--- config.mk ---
export PLATFORM = sky130hd
export DESIGN_NAME = mcd212_ram_arbiter_flat
export DESIGN_NICKNAME = d
export VERILOG_FILES = /design/src/rtl/mcd212_pkg.sv /design/src/rtl/mcd212_ram_arbiter_if.sv /design/src/rtl/mcd212_arb_pick.sv /design/src/rtl/mcd212_ram_arbiter.sv /design/src/flat_wrapper.sv
export SDC_FILE = /design/constraint.sdc
export NUM_CORES = 1
export LEC_CHECK = 0
export ABC_CLOCK_PERIOD_IN_PS = 3150
export BUFFER_PORTS_ARGS = -buffer_cell sky130_fd_sc_hd__buf_2
export CAP_MARGIN = 20
export CORE_ASPECT_RATIO = 0.9
export CORE_MARGIN = 4
export CORE_UTILIZATION = 40
export CTS_CLUSTER_DIAMETER = 80
export CTS_CLUSTER_SIZE = 8
export DETAILED_ROUTE_END_ITERATION = 12
export PLACE_DENSITY = 0.76
export SYNTH_ARGS = -nofsm -noshare
export SYNTH_HDL_FRONTEND = slang
export SYNTH_SLANG_ARGS = --single-unit
--- constraint.sdc ---
create_clock -name clk -period 3.15 [get_ports clk]
set_input_delay 0.1575 -clock clk [delete_from_list [all_inputs] [get_ports clk]]
set_output_delay 0.1575 -clock clk [all_outputs]
set_load 0.1 [all_outputs]
--- src/rtl/mcd212_pkg.sv ---
// rtl/mcd212_pkg.sv - shared types for the MCD212 RAM arbiter
package mcd212_pkg;

  localparam int RAM_AW = 19;
  localparam int RAM_DW = 16;

  typedef enum logic [1:0] {
    ARB_IDLE,
    ARB_ISSUE,
    ARB_DONE
  } arb_state_t;

  typedef enum logic [1:0] {
    GNT_NONE,
    GNT_CPU,
    GNT_VID0,
    GNT_VID1
  } arb_grant_t;

  function automatic logic is_video(input arb_grant_t g);
    return (g == GNT_VID0) || (g == GNT_VID1);
  endfunction

endpackage

--- src/rtl/mcd212_ram_arbiter_if.sv ---
// rtl/mcd212_ram_arbiter_if.sv - CPU, video and RAM port bundle of the arbiter
interface mcd212_ram_arbiter_if;
  import mcd212_pkg::*;

  logic              display_active;

  logic              cpu_req;
  logic              cpu_we;
  logic [1:0]        cpu_be;
  logic [RAM_AW-1:0] cpu_addr;
  logic [RAM_DW-1:0] cpu_wdata;
  logic              cpu_ack;
  logic [RAM_DW-1:0] cpu_rdata;

  logic              vid0_req;
  logic [RAM_AW-1:0] vid0_addr;
  logic              vid0_ack;
  logic [RAM_DW-1:0] vid0_rdata;

  logic              vid1_req;
  logic [RAM_AW-1:0] vid1_addr;
  logic              vid1_ack;
  logic [RAM_DW-1:0] vid1_rdata;

  logic              mem_en;
  logic              mem_we;
  logic [1:0]        mem_be;
  logic [RAM_AW-1:0] mem_addr;
  logic [RAM_DW-1:0] mem_wdata;
  logic [RAM_DW-1:0] mem_rdata;

  modport slave (
    input  display_active,
    input  cpu_req, cpu_we, cpu_be, cpu_addr, cpu_wdata,
    output cpu_ack, cpu_rdata,
    input  vid0_req, vid0_addr,
    output vid0_ack, vid0_rdata,
    input  vid1_req, vid1_addr,
    output vid1_ack, vid1_rdata,
    output mem_en, mem_we, mem_be, mem_addr, mem_wdata,
    input  mem_rdata
  );

  modport master (
    output display_active,
    output cpu_req, cpu_we, cpu_be, cpu_addr, cpu_wdata,
    input  cpu_ack, cpu_rdata,
    output vid0_req, vid0_addr,
    input  vid0_ack, vid0_rdata,
    output vid1_req, vid1_addr,
    input  vid1_ack, vid1_rdata,
    input  mem_en, mem_we, mem_be, mem_addr, mem_wdata,
    output mem_rdata
  );

endinterface

--- src/rtl/mcd212_arb_pick.sv ---
// rtl/mcd212_arb_pick.sv - combinational display-aware priority and video round-robin
module mcd212_arb_pick
  import mcd212_pkg::*;
(
  input  logic       cpu_req_i,
  input  logic       vid0_req_i,
  input  logic       vid1_req_i,
  input  logic       display_active_i,
  input  logic       rr_last_i,
  input  logic       cpu_force_i,
  output arb_grant_t grant_o
);

  arb_grant_t vid_pick;

  always_comb begin
    vid_pick = GNT_NONE;
    // rr_last_i = 1 means vid1 was served last, so vid0 gets the tie
    if (vid0_req_i && vid1_req_i) begin
      vid_pick = rr_last_i ? GNT_VID0 : GNT_VID1;
    end else if (vid0_req_i) begin
      vid_pick = GNT_VID0;
    end else if (vid1_req_i) begin
      vid_pick = GNT_VID1;
    end

    grant_o = GNT_NONE;
    if (display_active_i) begin
      if (cpu_force_i) begin
        grant_o = GNT_CPU;
      end else if (vid_pick != GNT_NONE) begin
        grant_o = vid_pick;
      end else if (cpu_req_i) begin
        grant_o = GNT_CPU;
      end
    end else begin
      grant_o = cpu_req_i ? GNT_CPU : vid_pick;
    end
  end

endmodule

--- src/rtl/mcd212_ram_arbiter.sv ---
// rtl/mcd212_ram_arbiter.sv - single registered RAM port shared by CPU and two video fetch channels
module mcd212_ram_arbiter
  import mcd212_pkg::*;
#(
  parameter int CPU_MAX_WAIT = 8
) (
  input logic                 clk,
  input logic                 reset,
  mcd212_ram_arbiter_if.slave bus
);

  localparam logic [3:0] WAIT_MAX = 4'(CPU_MAX_WAIT);

  arb_state_t        state_q, state_d;
  arb_grant_t        grant_q, grant_d, pick;
  logic              rr_last_q, rr_last_d;
  logic [3:0]        wait_q, wait_d;
  logic              mem_en_q, mem_en_d;
  logic              mem_we_q, mem_we_d;
  logic [1:0]        mem_be_q, mem_be_d;
  logic [RAM_AW-1:0] mem_addr_q, mem_addr_d;
  logic [RAM_DW-1:0] mem_wdata_q, mem_wdata_d;
  logic              cpu_ack_q, cpu_ack_d;
  logic              vid0_ack_q, vid0_ack_d;
  logic              vid1_ack_q, vid1_ack_d;
  logic              cpu_force;

  assign cpu_force = bus.cpu_req && (wait_q == WAIT_MAX);

  mcd212_arb_pick u_pick (
    .cpu_req_i        (bus.cpu_req),
    .vid0_req_i       (bus.vid0_req),
    .vid1_req_i       (bus.vid1_req),
    .display_active_i (bus.display_active),
    .rr_last_i        (rr_last_q),
    .cpu_force_i      (cpu_force),
    .grant_o          (pick)
  );

  always_ff @(posedge clk or posedge reset) begin
    if (reset) begin
      state_q     <= ARB_IDLE;
      grant_q     <= GNT_NONE;
      rr_last_q   <= 1'b1;
      wait_q      <= '0;
      mem_en_q    <= 1'b0;
      mem_we_q    <= 1'b0;
      mem_be_q    <= '0;
      mem_addr_q  <= '0;
      mem_wdata_q <= '0;
      cpu_ack_q   <= 1'b0;
      vid0_ack_q  <= 1'b0;
      vid1_ack_q  <= 1'b0;
    end else begin
      state_q     <= state_d;
      grant_q     <= grant_d;
      rr_last_q   <= rr_last_d;
      wait_q      <= wait_d;
      mem_en_q    <= mem_en_d;
      mem_we_q    <= mem_we_d;
      mem_be_q    <= mem_be_d;
      mem_addr_q  <= mem_addr_d;
      mem_wdata_q <= mem_wdata_d;
      cpu_ack_q   <= cpu_ack_d;
      vid0_ack_q  <= vid0_ack_d;
      vid1_ack_q  <= vid1_ack_d;
    end
  end

  always_comb begin
    state_d = state_q;
    case (state_q)
      ARB_IDLE:  if (pick != GNT_NONE) state_d = ARB_ISSUE;
      ARB_ISSUE: state_d = ARB_DONE;
      ARB_DONE:  state_d = ARB_IDLE;
      default:   state_d = ARB_IDLE;
    endcase
  end

  // Next values of the registered memory command, acks and arbitration bookkeeping
  always_comb begin
    grant_d     = grant_q;
    rr_last_d   = rr_last_q;
    wait_d      = wait_q;
    mem_en_d    = 1'b0;
    mem_we_d    = 1'b0;
    mem_be_d    = mem_be_q;
    mem_addr_d  = mem_addr_q;
    mem_wdata_d = mem_wdata_q;
    cpu_ack_d   = 1'b0;
    vid0_ack_d  = 1'b0;
    vid1_ack_d  = 1'b0;

    case (state_q)
      ARB_IDLE: begin
        if (pick != GNT_NONE) begin
          grant_d  = pick;
          mem_en_d = 1'b1;
          mem_be_d = 2'b11;
          case (pick)
            GNT_CPU: begin
              mem_we_d    = bus.cpu_we;
              mem_be_d    = bus.cpu_be;
              mem_addr_d  = bus.cpu_addr;
              mem_wdata_d = bus.cpu_wdata;
            end
            GNT_VID0: mem_addr_d = bus.vid0_addr;
            default:  mem_addr_d = bus.vid1_addr;
          endcase
          if (is_video(pick)) rr_last_d = (pick == GNT_VID1);
        end
        if (pick == GNT_CPU) begin
          wait_d = '0;
        end else if (bus.cpu_req && (wait_q != WAIT_MAX)) begin
          wait_d = wait_q + 4'd1;
        end
      end
      ARB_ISSUE: begin
        cpu_ack_d  = (grant_q == GNT_CPU);
        vid0_ack_d = (grant_q == GNT_VID0);
        vid1_ack_d = (grant_q == GNT_VID1);
      end
      default: ;
    endcase

    if (!bus.cpu_req) wait_d = '0;
  end

  assign bus.mem_en     = mem_en_q;
  assign bus.mem_we     = mem_we_q;
  assign bus.mem_be     = mem_be_q;
  assign bus.mem_addr   = mem_addr_q;
  assign bus.mem_wdata  = mem_wdata_q;
  assign bus.cpu_ack    = cpu_ack_q;
  assign bus.vid0_ack   = vid0_ack_q;
  assign bus.vid1_ack   = vid1_ack_q;
  assign bus.cpu_rdata  = bus.mem_rdata;
  assign bus.vid0_rdata = bus.mem_rdata;
  assign bus.vid1_rdata = bus.mem_rdata;

endmodule
--- src/flat_wrapper.sv ---
// flat-port wrapper written by rule: the top's interface ports become plain ports
module mcd212_ram_arbiter_flat import mcd212_pkg::*;
#(
  parameter int CPU_MAX_WAIT = 8
)
  (clk, reset, bus_display_active, bus_cpu_req, bus_cpu_we, bus_cpu_be, bus_cpu_addr, bus_cpu_wdata, bus_cpu_ack, bus_cpu_rdata, bus_vid0_req, bus_vid0_addr, bus_vid0_ack, bus_vid0_rdata, bus_vid1_req, bus_vid1_addr, bus_vid1_ack, bus_vid1_rdata, bus_mem_en, bus_mem_we, bus_mem_be, bus_mem_addr, bus_mem_wdata, bus_mem_rdata);
  mcd212_ram_arbiter_if bus_i ();
  input logic clk;
  input logic reset;
  input wire logic [$bits(bus_i.display_active)-1:0] bus_display_active;
  input wire logic [$bits(bus_i.cpu_req)-1:0] bus_cpu_req;
  input wire logic [$bits(bus_i.cpu_we)-1:0] bus_cpu_we;
  input wire logic [$bits(bus_i.cpu_be)-1:0] bus_cpu_be;
  input wire logic [$bits(bus_i.cpu_addr)-1:0] bus_cpu_addr;
  input wire logic [$bits(bus_i.cpu_wdata)-1:0] bus_cpu_wdata;
  output wire logic [$bits(bus_i.cpu_ack)-1:0] bus_cpu_ack;
  output wire logic [$bits(bus_i.cpu_rdata)-1:0] bus_cpu_rdata;
  input wire logic [$bits(bus_i.vid0_req)-1:0] bus_vid0_req;
  input wire logic [$bits(bus_i.vid0_addr)-1:0] bus_vid0_addr;
  output wire logic [$bits(bus_i.vid0_ack)-1:0] bus_vid0_ack;
  output wire logic [$bits(bus_i.vid0_rdata)-1:0] bus_vid0_rdata;
  input wire logic [$bits(bus_i.vid1_req)-1:0] bus_vid1_req;
  input wire logic [$bits(bus_i.vid1_addr)-1:0] bus_vid1_addr;
  output wire logic [$bits(bus_i.vid1_ack)-1:0] bus_vid1_ack;
  output wire logic [$bits(bus_i.vid1_rdata)-1:0] bus_vid1_rdata;
  output wire logic [$bits(bus_i.mem_en)-1:0] bus_mem_en;
  output wire logic [$bits(bus_i.mem_we)-1:0] bus_mem_we;
  output wire logic [$bits(bus_i.mem_be)-1:0] bus_mem_be;
  output wire logic [$bits(bus_i.mem_addr)-1:0] bus_mem_addr;
  output wire logic [$bits(bus_i.mem_wdata)-1:0] bus_mem_wdata;
  input wire logic [$bits(bus_i.mem_rdata)-1:0] bus_mem_rdata;
  assign bus_i.display_active = bus_display_active;
  assign bus_i.cpu_req = bus_cpu_req;
  assign bus_i.cpu_we = bus_cpu_we;
  assign bus_i.cpu_be = bus_cpu_be;
  assign bus_i.cpu_addr = bus_cpu_addr;
  assign bus_i.cpu_wdata = bus_cpu_wdata;
  assign bus_cpu_ack = bus_i.cpu_ack;
  assign bus_cpu_rdata = bus_i.cpu_rdata;
  assign bus_i.vid0_req = bus_vid0_req;
  assign bus_i.vid0_addr = bus_vid0_addr;
  assign bus_vid0_ack = bus_i.vid0_ack;
  assign bus_vid0_rdata = bus_i.vid0_rdata;
  assign bus_i.vid1_req = bus_vid1_req;
  assign bus_i.vid1_addr = bus_vid1_addr;
  assign bus_vid1_ack = bus_i.vid1_ack;
  assign bus_vid1_rdata = bus_i.vid1_rdata;
  assign bus_mem_en = bus_i.mem_en;
  assign bus_mem_we = bus_i.mem_we;
  assign bus_mem_be = bus_i.mem_be;
  assign bus_mem_addr = bus_i.mem_addr;
  assign bus_mem_wdata = bus_i.mem_wdata;
  assign bus_i.mem_rdata = bus_mem_rdata;
  mcd212_ram_arbiter #(.CPU_MAX_WAIT(CPU_MAX_WAIT)) u_core (.clk(clk), .reset(reset), .bus(bus_i));
endmodule
==> run_results.csv, run 1 <==
group,metric,value,unit
status,status,"completed",
setup_path,criticalPathCategory,"flop to flop",
setup_path,cp.required,3.39,ns
finish,finalInstanceArea,3350,µm²
route,highest_layer,"met4",
synth,synth_cells,268,
route,wl_per_cell,14.5,µm
global_route,grt_max_degree,52,
finish,nets,444,
hold_path,hp-start,"bus_cpu_we",
setup_path,timing.rr.end,"u_core.bus.mem_addr[3]",
route,initialDrtViolationCount,68,
finish,final_util,47.5,%
sta,maxSlewViolCount,0,
synth,netlist.area_leader.share,43.3,%
sta,finClkSkew,0.00747,ns
placed_design,dp_hpwl,4770,µm
route,drc,0,
global_route,grt-ovfl-total,0,
global_route,grt_antenna_before_repair,0,
sta,finalCritPeriodShare,89.8,%
route,antenna_left,0,
route,met2_wirelength,3150,µm
synth,yosysTopAreaCell,"dfrtp_1",
die,start_util,41.1,%
finish,layout-drive-gt1-share,51.6,%
setup_path,cp-end-kind,"flop",
sta,max_slew_margin,62.8,%
setup_path,path_max_fanout,24,
hold_path,hold_path.class,"primary input to flop",
clock_network,htreeDepth,2,
synth,async_flop_share,100,%
route,dr.pass1.iters,4,
synth,yosysWarnings,0,
synth,synth_edf_count,0,
global_route,grt_pass1_wl,10200,µm
global_route,grt_pass1_vias,2161,
setup_path,r2r-start,"u_core.wait_q[0]",
hold_path,whs_path_depth,2,
finish,mostFrequentLayoutCell,"buf_2",
setup_path,regToRegSetupSlack,0.32,ns
placed_design,io_buffers,123,
clock_network,cts_resized,0,
route,drt-met1-wl,2530,µm
sta,setup_violations,0,
setup_path,cpMaxStageDelayCell,"or3_2",
setup_path,path_cells,"inv_1 > ha_1 > and3b_1 > o21ai_0 > o21ai_0 > ha_1 > or3_2 > buf_12 > a211oi_2 > a21o_1",
synth,syn-num-nets,372,
synth,seq_area_frac_synth,44.2,%
placed_design,placed_area,3240,µm²
die,core-area,7040,µm²
setup_path,startpoint,"u_core.wait_q[0]",
setup_path,arrival,3.07,ns
route,wl_met3,520,µm
clock_network,clock_latency,0.29,ns
hold_path,holdPathEnd,"u_core.bus.mem_we",
die,die_w,97.6,µm
sta,tightest_slew,0.558,ns
clock_network,cts_max_path_buffers,2,
clock_network,cts_buffers,5,
synth,ys_top_cells_by_area,"dfrtp_1 43%, buf_4 13%, a211oi_2 7.4%",
sta,rsz0062_at_grt,"false",
die,rows,29,
setup_path,rr_worst_depth,10,
setup_path,cpPeakStageDelay,0.74,ns
setup_path,worstSetupStartpointType,"flop",
finish,mostFrequentLayoutCells,"123 x buf_2, 50 x dfrtp_1, 25 x nor2_1",
route,vias_per_cell,4.91,
finish,antenna_cells,0,
die,die_h,88.7,µm
die,dieArea,8660,µm²
synth,avgSynthCellArea,10.8,µm²
setup_path,path_buf_inv,2,
setup_path,path_delay_family,"simple AND/OR/NAND/NOR gates",
clock_network,cts_root_buf,"clkbuf_8",
sta,finalHoldViolCount,0,
sta,max_freq,0.353,GHz
finish,area_growth,15.7,%
die,boundaryPins,188,
job,max_cap_viol_count,0,
synth,syn_area,2890,µm²
clock_network,tritoncts,"yes",
route,wl,6270,µm
placed_design,gp_congestion,0.804,
synth,yosys_most_used_dff,"dfrtp_1",
sta,tns,0,ns
synth,synth_cell_types,36,
clock_network,clkTransAtPathRegs,0.09,ns
clock_network,clock_sinks,51,
sta,period_needed,2.83,ns
route,num_vias,2133,
global_route,grt_usage,14.6,%
synth,ys_seq_elements,51,
==> synth_stat cells, types with 2 or more instances <==
cell type / instances
a211oi_1: 2
a211oi_2: 17
a21o_1: 19
a21oi_1: 4
a22oi_1: 19
and3b_1: 2
buf_2: 4
buf_4: 50
buf_6: 3
clkbuf_1: 8
dfrtp_1: 50
ha_1: 6
inv_1: 8
mux2_2: 16
mux2i_1: 2
nand2_1: 4
nand3_1: 2
nand3b_1: 3
nor2_1: 25
nor2b_1: 2
nor3_1: 3
o21a_1: 2
o21ai_0: 3
or3_1: 2
==> how the worst max path moves through the flow <==
stage | to | cells past startpoint
global route | u_core.bus.mem_addr[7] | 10
CTS | u_core.bus.mem_addr[7] | 10
detailed placement | u_core.bus.mem_addr[7] | 10
finish | u_core.bus.mem_addr[3] | 10
floorplan | u_core.bus.mem_wdata[0] | 11
global placement | u_core.bus.mem_addr[8] | 10
==> metrics by stage <==
| step | instances | hold WS, ns | setup WS [ns] |
|---|---|---|---|
| 6_report | 434 | 0.0701 | 0.320 |
| 5_1_grt | 434 | 0.0510 | 0.105 |
| 4_1_cts | 432 | 0.0565 | 0.335 |
| 3_5_place_dp | 424 | 0.316 | 0.361 |
| 3_3_place_gp | 424 | 0.316 | 0.439 |
| 2_1_floorplan | 268 | 0.280 | 0.589 |
==> state kept, by name, summed over array words and instances (netlist names) <==
signal and flops:
u_core.rr_last_q 1, u_core.grant_q 2, u_core.state_q 2, u_core.bus.vid0_ack 1
u_core.wait_q 4, u_core.bus.cpu_ack 1, u_core.bus.vid1_ack 1, u_core.bus.mem_addr 19
u_core.bus.mem_en 1, u_core.bus.mem_be 2, u_core.bus.mem_we 1, u_core.bus.mem_wdata 16
==> area by class of cell <==
| cell class | instances | area, µm² |
|---|---|---|
| timing repair buffer | 130 | 708 |
| fill | 670 | 3690 |
| inverter | 9 | 33.8 |
| tap | 93 | 116 |
| sequential | 51 | 1280 |
| clock buffer | 7 | 76.3 |
| multi-input combinational | 143 | 1130 |
| clock inverter | 1 | 5.00 |
==> layer usage <==
metal | GRT usage [%] | vias to the layer above
met5 | 0 | -
met1 | 17.7 | 1018
met4 | 4.15 | 0
met2 | 25.0 | 67
li1 | - | 1033
met3 | 5.20 | 15
==> timing repair <==
action / CTS / global route
hold buffers: 0 / 1
hold endpoints to repair: 0 / 25
setup buffers: 0 / 0
==> kinds of logic (layout without fill, tap and decap cells) <==
group	count (synthesis)	in the layout	share of synthesized area, %
buffers and inverters	74	147	17.0
AOI/OAI and AO/OA	71	71	21.1
DFF	51	51	44.2
and+or+nand+nor	48	48	8.17
muxes	18	18	6.92
adders and majority gates	6	6	2.60
Power of run 1 is left out: the tool's default activity adds up to more than one toggle a clock period on the data nets, which glitch-free logic cannot reach.
==> run 2, diff against run 1 <==
Settings changed: ABC_AREA set to 1.
==> run_results.csv, run 2 <==
group,metric,value,unit
finish,antenna_cells,0,
clock_network,clkTransAtPathRegs,0.10,ns
finish,nets,555,
finish,stdcell_count,545,
power,power.density,1290,nW/µm²
synth,seq_area_frac_synth,44.4,%
sta,finClkSkew,0.0120,ns
sta,tns,0,ns
clock_network,clock_latency,0.31,ns
route,initialDrtViolationCount,69,
die,rows,29,
die,die_w,97.4,µm
synth,ys_top_cells_by_area,"dfrtp_1 43%, nand2_1 20%, buf_4 13%",
finish,multi_input_area,1080,µm²
synth,synthTopCellsByCount,"153 x nand2_1, 51 x buf_4, 50 x dfrtp_1",
die,boundaryPins,188,
status,status,"completed",
die,core-area,7040,µm²
finish,layout-drive-gt1-share,31.9,%
clock_network,cts_setup_buffers,0,
hold_path,hold_path.class,"primary input to flop",
placed_design,dp.cells,535,
sta,tightest_slew,0.747,ns
clock_network,cts_root_buf,"clkbuf_8",
synth,syn-num-nets,484,
synth,ys_seq_elements,51,
synth,yosys_most_used_dff,"dfrtp_1",
setup_path,path_max_fanout,28,
synth,yosysTopAreaCell,"dfrtp_1",
clock_network,cts_max_path_buffers,2,
placed_design,io_buffers,123,
synth,synth_most_common_cell,"nand2_1",
finish,seqCellArea,1280,µm²
job,max_cap_viol_count,0,
sta,period_needed,2.64,ns
clock_network,tritoncts,"yes",
die,dieArea,8620,µm²
route,dr.pass1.iters,4,
route,wl,6800,µm
die,die_h,88.5,µm
setup_path,worstSetupStartpointType,"flop",
synth,syn_area,2880,µm²
sta,max_freq,0.379,GHz
synth,synth_cell_types,21,
sta,max_slew_margin,50.2,%
finish,nFillCells,722,
placed_design,gp_congestion,0.804,
sta,setup_violations,0,
setup_path,cp-end-kind,"flop",
power,ir_drop,641,µV
sta,maxSlewViolCount,0,
synth,synth_edf_count,0,
clock_network,clock_sinks,51,
finish,area_growth,14.5,%
global_route,grt_max_degree,52,
route,vias_per_cell,4.65,
power,finalPower,4260,µW
synth,async_flop_share,100,%
sta,finalCritPeriodShare,83.7,%
finish,mostFrequentLayoutCell,"nand2_1",
clock_network,cts_resized,0,
global_route,grt_antenna_before_repair,0,
route,wl_per_cell,12.5,µm
finish,largest_register_ffs,19,
sta,rsz0062_at_grt,"false",
route,drc,0,
synth,yosysWarnings,0,
clock_network,htreeDepth,2,
setup_path,cp.required,3.40,ns
route,num_vias,2535,
finish,mostFrequentLayoutCells,"153 x nand2_1, 123 x buf_2, 50 x dfrtp_1",
global_route,grt_usage,15.7,%
global_route,grt-ovfl-total,0,
power,p_leak,0.00185,µW
synth,avgSynthCellArea,7.58,µm²
clock_network,cts_buffers,5,
route,antenna_left,0,
global_route,grt_pass1_wl,11100,µm
synth,synth_cells,380,
setup_path,criticalPathCategory,"flop to flop",
setup_path,arrival,2.88,ns
global_route,grt_pass1_vias,2470,
sta,finalHoldViolCount,0,
placed_design,dp_hpwl,5210,µm
synth,netlist.area_leader.share,43.4,%
die,start_util,40.9,%
==> run 2: cell count changes after synthesis, sizes merged, moves of 4 or more <==
cell    change
a22oi      -19
inv        +11
nand2     +151
mux2       -16
nand3      +22
clkbuf      -5
o21ai      +18
nor2        +9
a211oi     -19
a21o       -19
a21oi       -4
==> run 2: power breakdown <==
group          leakage [µW]  total, µW  internal, µW  switching, µW
combinational       0.00117       2770           428           2340
clock             0.0000408        394           159            235
sequential         0.000635       1100           939            162
total               0.00185       4260          1530           2740
==> run 2: worst paths after layout <==
| check | slack (ns) | to | cells after the start | startpoint |
|---|---|---|---|---|
| setup / recovery | 0.51 | u_core.bus.mem_wdata[12] | 13 | u_core.wait_q[0] |
| hold / removal | 0.04 | u_core.bus.mem_wdata[4] | 3 | bus_cpu_wdata[4] |
| setup reg to reg | 0.51 | u_core.bus.mem_wdata[12] | 13 | u_core.wait_q[0] |
| hold reg to reg | 0.46 | u_core.state_q[1] | 1 | u_core.state_q[1] |
| max in group asynchronous | 2.17 | u_core.rr_last_q | 4 | reset |
| min in group asynchronous | 0.39 | u_core.bus.mem_addr[16] | 3 | reset |
==> run 2: cell type report <==
class	count	share of cell area, %
flip-flops and latches	51	38.7
multi-input cells	246	32.6
repair buffers	127	20.0
well taps	93	3.53
inverters	20	2.28
clock buffers	5	2.09
clock inverters	3	0.721
==> run 2: cells by family (layout without fill, tap and decap cells) <==
logic type	after synthesis	count (layout)	share of synthesized area (%)
fa+ha+maj	6	6	2.61
flops	51	51	44.4
simple gates	219	219	31.1
buf+inv	83	155	18.3
compound gates	21	21	3.65
==> run 2: worst max-delay path, cell delays in order (launching register included) <==
cell     delay (ns)
dfrtp_1        0.41
inv_1          0.10
ha_1           0.15
nand3_1        0.13
nand2_1        0.09
nand2_1        0.07
nand2_1        0.13
inv_1          0.08
ha_1           0.27
nor2_8         0.36
nand2_2        0.31
inv_2          0.31
nand2_1        0.09
nand2_1        0.07
==> run 2: routing by layer <==
metal,GRT usage [%],share of wire [%],vias up
li1,-,-,1259
met1,18.5,42,1156
met2,28.1,47,110
met3,5.44,9.4,10
met4,3.27,0.96,0
met5,0,0,-
==> run 2: metrics by stage <==
stage / setup WS, ns / hold WS (ns) / util, % / instance area, µm²
final: 0.514 / 0.0392 / 46.9 / 3300
after CTS: 0.467 / 0.0327 / 46.4 / 3270
after global routing: 0.0895 / 0.0345 / 46.9 / 3300
after global placement: 0.604 / 0.316 / 45.1 / 3180
after detailed placement: 0.472 / 0.316 / 45.1 / 3180
after floorplan: 1.13 / 0.267 / - / 2880
==> run 2: timing repair <==
| item | in CTS | in global routing |
|---|---|---|
| hold buffers | 0 | 1 |
| hold endpoints to repair | 0 | 18 |
| setup endpoints to repair | 0 | 0 |
Power figures use the tool's default switching activity.
==> run 3, diff against run 2 <==
Settings changed: ABC_AREA 1 to 0, ABC_CLOCK_PERIOD_IN_PS 3150 to 2700.
Clock period 3.15 ns to 2.7 ns, I/O delays scaled along.
==> run_results.csv, run 3 (synthesis results as in run 1) <==
group,metric,value,unit
finish,mostFrequentLayoutCells,"123 x buf_2, 50 x dfrtp_1, 25 x nor2_1",
sta,finalCritPeriodShare,95.4,%
setup_path,timing.rr.end,"u_core.bus.mem_wdata[1]",
sta,maxSlewViolCount,0,
sta,max_freq,0.388,GHz
die,start_util,41.1,%
global_route,grt-ovfl-total,0,
clock_network,clock_sinks,51,
clock_network,cts_max_path_buffers,2,
route,wl,6230,µm
sta,finClkSkew,0.00992,ns
setup_path,r2r-start,"u_core.wait_q[0]",
setup_path,path_max_fanout,19,
global_route,grt_max_degree,39,
route,vias_per_cell,4.84,
finish,mostFrequentLayoutCell,"buf_2",
clock_network,clkTransAtPathRegs,0.10,ns
die,boundaryPins,188,
finish,largest_register_ffs,19,
placed_design,dp_hpwl,4770,µm
finish,area_growth,16.6,%
setup_path,path_cells,"inv_1 > ha_1 > and3b_1 > o21a_1 > or3_1 > ha_1 > nor4b_2 > buf_4 > mux2_2",
die,rows,29,
die,dieArea,8660,µm²
placed_design,gp_congestion,0.811,
sta,max_slew_margin,61.2,%
route,initialDrtViolationCount,50,
setup_path,worstSetupStartpointType,"flop",
clock_network,cts_buffers,5,
route,num_vias,2118,
finish,nets,448,
setup_path,cp.required,2.90,ns
global_route,grt_pass1_vias,2164,
route,dr.pass1.iters,4,
setup_path,cpPeakStageDelay,0.42,ns
clock_network,htreeDepth,2,
clock_network,clock_latency,0.30,ns
placed_design,place_ws,0.106,ns
sta,rsz0062_at_grt,"true",
clock_network,tritoncts,"yes",
sta,period_needed,2.58,ns
route,wl_per_cell,14.2,µm
die,die_h,88.7,µm
clock_network,cts_root_buf,"clkbuf_8",
finish,nFillCells,672,
sta,tightest_slew,0.581,ns
sta,finalHoldViolCount,0,
route,drc,0,
setup_path,criticalPathCategory,"flop to flop",
route,antenna_left,0,
sta,setup_violations,0,
hold_path,hold_path.class,"primary input to flop",
job,max_cap_viol_count,0,
setup_path,arrival,2.77,ns
finish,antenna_cells,0,
die,die_w,97.6,µm
setup_path,cp-endpoint,"u_core.bus.mem_wdata[1]",
status,status,"completed",
sta,finalWorstSetupSlack,0.124,ns
finish,layout-drive-gt1-share,53.3,%
finish,stdcell_count,438,
setup_path,cpMaxStageDelayCell,"or3_1",
setup_path,rr_worst_depth,9,
global_route,grt_antenna_before_repair,0,
global_route,grt_pass1_wl,10200,µm
placed_design,dp.cells,428,
global_route,grt_usage,14.5,%
die,core-area,7040,µm²
setup_path,startpoint,"u_core.wait_q[0]",
setup_path,crit_top_cell,"ha_1",
placed_design,io_buffers,123,
setup_path,cp-end-kind,"flop",
setup_path,regToRegSetupSlack,0.12,ns
[run 3: worst min path at each step]
stage                                        end          start  cells after the start
after floorplan             u_core.bus.mem_be[0]  bus_cpu_be[0]                      2
after global placement    u_core.bus.mem_addr[6]          reset                      2
after detailed placement  u_core.bus.mem_addr[6]          reset                      2
after CTS                      u_core.bus.mem_we     bus_cpu_we                      2
after global routing           u_core.bus.mem_we     bus_cpu_we                      2
final                          u_core.bus.mem_we     bus_cpu_we                      2
[run 3: cell type report]
cell class                 count  area [µm²]  share of cell area, %
clock inverter                 3        23.8                  0.705
tap                           93         116                   3.45
sequential                    51        1280                   37.9
inverter                       9        33.8                   1.00
clock buffer                   5        68.8                   2.04
timing repair buffer         134         712                   21.1
multi-input combinational    143        1140                   33.8
[run 3: worst max-delay path: cells and delay by family, from the launching register on]
| kind | cells | cell delay [ns] |
|---|---|---|
| AND/OR/NAND/NOR | 3 | 0.82 |
| adder cells (fa/ha/maj) | 2 | 0.45 |
| flip-flops | 1 | 0.39 |
| multiplexers | 1 | 0.30 |
| buffers and inverters | 2 | 0.29 |
| AO/OA/AOI/OAI | 1 | 0.23 |
[run 3: metal layers]
metal | vias to the layer above | global-route usage [%] | share of wire (%)
li1 | 1042 | - | -
met1 | 992 | 16.7 | 40
met2 | 66 | 25.6 | 50
met3 | 18 | 4.57 | 7.9
met4 | 0 | 5.66 | 1.8
met5 | - | 0 | 0
[run 3: repair_timing]
item                                    4_1_cts  5_1_grt
gates resized for setup                       0        6
endpoints found under the hold margin        26        0
endpoints found under the setup margin        0       36
buffers inserted                              0        1
hold buffers                                  1        0
[run 3: through the flow]
step | utilization (%) | hold WS, ns | cell area (µm²) | setup TNS (ns)
3_3_place_gp | 46.0 | 0.237 | 3240 | 0
3_5_place_dp | 46.0 | 0.240 | 3240 | 0
4_1_cts | 47.5 | 0.0199 | 3340 | 0
2_1_floorplan | - | 0.257 | 2890 | 0
5_1_grt | 47.9 | 0.0260 | 3370 | -0.110
6_report | 47.9 | 0.0341 | 3370 | 0
Power of run 3 is left out for the same reason.
